--- config.mk ---
export PLATFORM = sky130hd
export DESIGN_NAME = calc_entry_ctrl
export DESIGN_NICKNAME = d
export VERILOG_FILES = /design/src/rtl/calc_entry_ctrl.sv
export SDC_FILE = /design/constraint.sdc
export NUM_CORES = 1
export LEC_CHECK = 0
export ABC_AREA = 0
export BUFFER_PORTS_ARGS = -buffer_cell sky130_fd_sc_hd__buf_2
export CAP_MARGIN = 40
export CORE_MARGIN = 2
export CORE_UTILIZATION = 48
export DETAILED_ROUTE_END_ITERATION = 8
export PLACE_DENSITY_LB_ADDON = 0.12
export SLEW_MARGIN = 40
export SYNTH_ARGS = -nofsm -noshare
export SYNTH_HDL_FRONTEND = slang
export SYNTH_SLANG_ARGS = --single-unit
--- constraint.sdc ---
create_clock -name clk -period 1.5 [get_ports clk]
set_input_delay 0 -clock clk [delete_from_list [all_inputs] [get_ports clk]]
set_output_delay 0 -clock clk [all_outputs]
set_load 0.05 [all_outputs]
--- src/rtl/calc_entry_ctrl.sv ---
// calc_entry_ctrl: operand-entry FSM driving add_sub, latching its result; CALC_DEBOUNCE_EN adds enter debounce
module calc_entry_ctrl #(
  parameter int DEBOUNCE_CYCLES = 16
) (
  input  logic       clk,
  input  logic       rst_n,
  input  logic [2:0] sw,
  input  logic       op_sel,
  input  logic       enter,
  input  logic       clear,
  output logic [2:0] a,
  output logic [2:0] b,
  output logic       s,
  input  logic [3:0] c,
  output logic [3:0] result,
  output logic       result_valid,
  output logic [1:0] state
);
  localparam logic [1:0] GET_A = 2'd0, GET_B = 2'd1, CALC = 2'd2, SHOW = 2'd3;
`ifdef CALC_DEBOUNCE_EN
  localparam int DB = DEBOUNCE_CYCLES;
`else
  localparam int DB = 0;
`endif
  localparam int CW = $clog2(DB + 2);
  logic s1, s2, press;
  logic [CW-1:0] cnt;
  // With DB = 0 the saturating high-run counter degenerates to a plain rising-edge detector
  always_ff @(posedge clk or negedge rst_n)
    if (!rst_n) begin
      s1 <= 1'b0;
      s2 <= 1'b0;
      cnt <= '0;
      press <= 1'b0;
    end else begin
      s1 <= enter;
      s2 <= s1;
      cnt <= !s2 ? '0 : cnt == CW'(DB + 1) ? cnt : cnt + 1'b1;
      press <= s2 && cnt == CW'(DB);
    end
  always_ff @(posedge clk or negedge rst_n)
    if (!rst_n) begin
      a <= '0;
      b <= '0;
      s <= 1'b0;
      result <= '0;
      result_valid <= 1'b0;
      state <= GET_A;
    end else if (clear) begin
      a <= '0;
      b <= '0;
      s <= 1'b0;
      result <= '0;
      result_valid <= 1'b0;
      state <= GET_A;
    end else begin
      case (state)
        GET_A: if (press) begin
          a <= sw;
          s <= op_sel;
          state <= GET_B;
        end
        GET_B: if (press) begin
          b <= sw;
          state <= CALC;
        end
        CALC: begin
          result <= c;
          result_valid <= 1'b1;
          state <= SHOW;
        end
        default: if (press) begin
          result_valid <= 1'b0;
          a <= sw;
          s <= op_sel;
          state <= GET_B;
        end
      endcase
    end
endmodule

==> results.md <==
* Status: finished clean
* Placed Instances at 105
* R2r setup slk at 0.13 ns
* Worst-skew pair later-pin latency at 0.29 ns
* Synthesized instance count at 67
* Power Internal at 0.6741 mW
* Initial Utilization at 52.89%
* Post-DP HPWL at 1028 um
* Area taken by multi-input logic gates at 324.1 um^2
* Hold Crit Class: input pin to register
* Layout cells sized above 1 at 35.29%
* Total grt overflow at 0
* Startpoint type of the worst setup path: register
* CTS Buf Count at 3
* Post-cts repair resize count at 0
* CTS tree: yes
* Worst setup path endpoint: result_valid$_DFFE_PN0P_
* CP max stage cell: dfrtp_2
* Reg2reg path depth at 5
* Clk pwr share at 24.4%
* Post-place setup slack at 0.1513 ns
* Peak Freq at 731.9 MHz
* Post-CTS Hold Fix Bufs at 10
* Die Ht at 45.45 um
* Synth unique cells at 18
* Number of synthesized register bits at 18
* WL per Instance at 12.27 um
* Initial DRC Count at 1
* Clock sink count at 18
* Largest stage delay, worst path at 0.40 ns
* Post-Synthesis Net Count at 83
* Non-Filler Instances at 118
* First-pass GRT wire length at 2380 um
* Die width at 45.45 um
* Worst EP arrival at 1.53 ns
* Power share of the sequential group at 55.2%
* Yosys warnings at 0
* Pre-antenna DRT Iters at 2
* PnR worst setup slack at 0.1336 ns
* Power Density at 886.5 mW/mm^2
* Initial antenna violation count at 0
* Slew HR at 73.12%
* Sequential-to-total area share from yosys stat at 54.63%
* Reg area at 452.9 um^2
* Fin crit period at 1.366 ns
* Final setup violation count at 0
* Buffers on Ports at 25
* Synthesized area at 824.5 um^2
* Ports at 26
* Final worst path period share at 91.09%
* Row cnt at 14
* Post-route ant nets at 0
* P_sw at 0.2687 mW
* Worst setup startpoint: state[1]$_DFFE_PN0P_
* Final hold slack at 0.08173 ns
* Max VDD drop at 0.6318 mV
* Critical Path RT at 1.66 ns
* Diode count at 0
* Vias in the first global route at 544
* R2r endpoint: result_valid$_DFFE_PN0P_
* Core Footprint at 0.001559 mm^2
* Placer's final routability congestion estimate at 0.7277
* Maximum fanout along the worst path at 6
* Clk_skew at 0.008417 ns
* Area Growth Syn to Fin at 28.98%
* Detailed-route via count at 609
* Total GRT Usage at 16.50%
* Unrepaired setup endpoints after global routing: no
* Drt drc at 0
* Max Root-Sink Buffers at 2
* Post-route setup TNS at 0 ns
* Vias per cell at 5.161
* Combinational share of power at 20.4%
* Reg2reg start: state[1]$_DFFE_PN0P_
* Filler instances at 112
* Max-cap viol count at 0
* Root Driver: clkbuf_4
* Syn_area_per_cell at 12.31 um^2
* Leakage at 0.5498 nW
* # Post-CTS Setup Buffers at 0
* Final Hold Vio Count at 0
* Max-slew violations at 0
* Kind of critical path: register to register
* DIE AREA at 0.002065 mm^2
* Slew @ Worst Pin at 0.4032 ns
* Clock transition at path regs at 0.10 ns
* Design Power at 0.9428 mW
* Total detailed-routing wirelength at 1448 um
* Final net count at 120
* CTS HTree Levels at 1
* CP cell instances: inv_1 > ha_1 > o21bai_4 > o21ai_1 > o41ai_2
* Crit. End Element: register
* Largest net degree at the start of global routing at 19
* Switching share of power at 28.50%
metrics by stage:
step,utilization [%],cell area (um^2)
after floorplan,-,827.0
after global placement,60.35,940.9
after detailed placement,60.35,940.9
after CTS,68.22,1064
after global routing,68.22,1064
final,68.22,1064
power groups by stage:
stage,Sequential (mW),Combinational (mW),Clock (mW)
after global placement,0.529,0.172,0
after CTS,0.521,0.194,0.238
after floorplan,0.577,0.0807,0
after global routing,0.525,0.209,0.257
after detailed placement,0.530,0.174,0
final,0.521,0.192,0.230
cells in the final DEF, fill, tap and decap left out:
cell type      count
o41ai_2            2
dlygate4sd3_1     10
nand3_1            3
a21oi_1            4
o21ai_1            1
inv_1              3
dfrtp_1           16
clkbuf_4           3
dfrtp_2            2
nand2_1            4
nor2b_1            3
nand2b_1           1
o21ai_0            1
ha_1               4
mux2i_1            8
nand2b_4           1
nor2b_4            1
buf_4              1
o21bai_4           1
nor2_1             8
buf_2             25
critical path: cells and delay by family (launching register included):
| family | cells | cell delay, ns |
|---|---|---|
| adders and majority gates | 1 | 0.29 |
| DFF | 1 | 0.40 |
| buffers and inverters | 1 | 0.09 |
| AOI/OAI and AO/OA | 3 | 0.46 |
cell type report:
| cell class | instances | share of cell area (%) |
|---|---|---|
| well taps | 16 | 1.882 |
| repair buffers | 36 | 21.88 |
| multi-input cells | 42 | 30.47 |
| inverters | 3 | 1.059 |
| flip-flops and latches | 18 | 42.59 |
| clock buffers | 3 | 2.118 |
cells by family (layout without fill, tap and decap cells):
group	count (synthesis)	after routing	synth area share (%)
buffers and inverters	7	42	6.069
adders and majority gates	4	4	6.070
muxes	8	8	9.712
AOI/OAI and AO/OA	9	9	9.862
and+or+nand+nor	21	21	13.66
DFF	18	18	54.63
layer usage:
layer,track usage (%),share of wire [%],vias up
li1,-,-,293
met1,21.13,44,294
met2,26.20,49,20
met3,3.571,5.5,2
met4,8.235,0.97,0
met5,0,0,-
cell usage after synthesis:
master | instances | area (um^2)
a21oi_1 | 4 | 20.02
nor2_1 | 8 | 30.03
o21bai_4 | 1 | 18.77
dfrtp_1 | 18 | 450.4
o21ai_1 | 1 | 5.000
buf_2 | 1 | 5.000
nor2b_1 | 3 | 18.77
nand2b_4 | 1 | 13.76
buf_6 | 3 | 33.78
ha_1 | 4 | 50.05
o41ai_2 | 2 | 32.53
nand2b_1 | 1 | 6.260
nor2b_4 | 1 | 13.76
o21ai_0 | 1 | 5.000
inv_1 | 3 | 11.26
mux2i_1 | 8 | 80.08
nand2_1 | 4 | 15.01
nand3_1 | 3 | 15.01
flip-flops by register name, summed over array words and instances, names as in the netlist:
| signal | flops |
|---|---|
| s | 1 |
| b | 3 |
| result_valid | 1 |
| a | 3 |
| result | 4 |
| state | 2 |
| press | 1 |
| s1 | 1 |
| s2 | 1 |
| cnt | 1 |
worst min-delay path by stage:
| stage | from | to | slack, ns | cells past startpoint |
|---|---|---|---|---|
| after floorplan | rst_n | a[0]$_DFFE_PN0P_ | -0.30 | 0 |
| after CTS | clear | result[1]$_DFFE_PN0P_ | 0.08 | 2 |
| final | clear | result[3]$_DFFE_PN0P_ | 0.08 | 2 |
| after detailed placement | rst_n | result_valid$_DFFE_PN0P_ | -0.05 | 1 |
| after global placement | rst_n | result_valid$_DFFE_PN0P_ | -0.05 | 1 |
| after global routing | clear | a[0]$_DFFE_PN0P_ | 0.09 | 2 |
No activity file was read; power rests on OpenSTA's default activity.
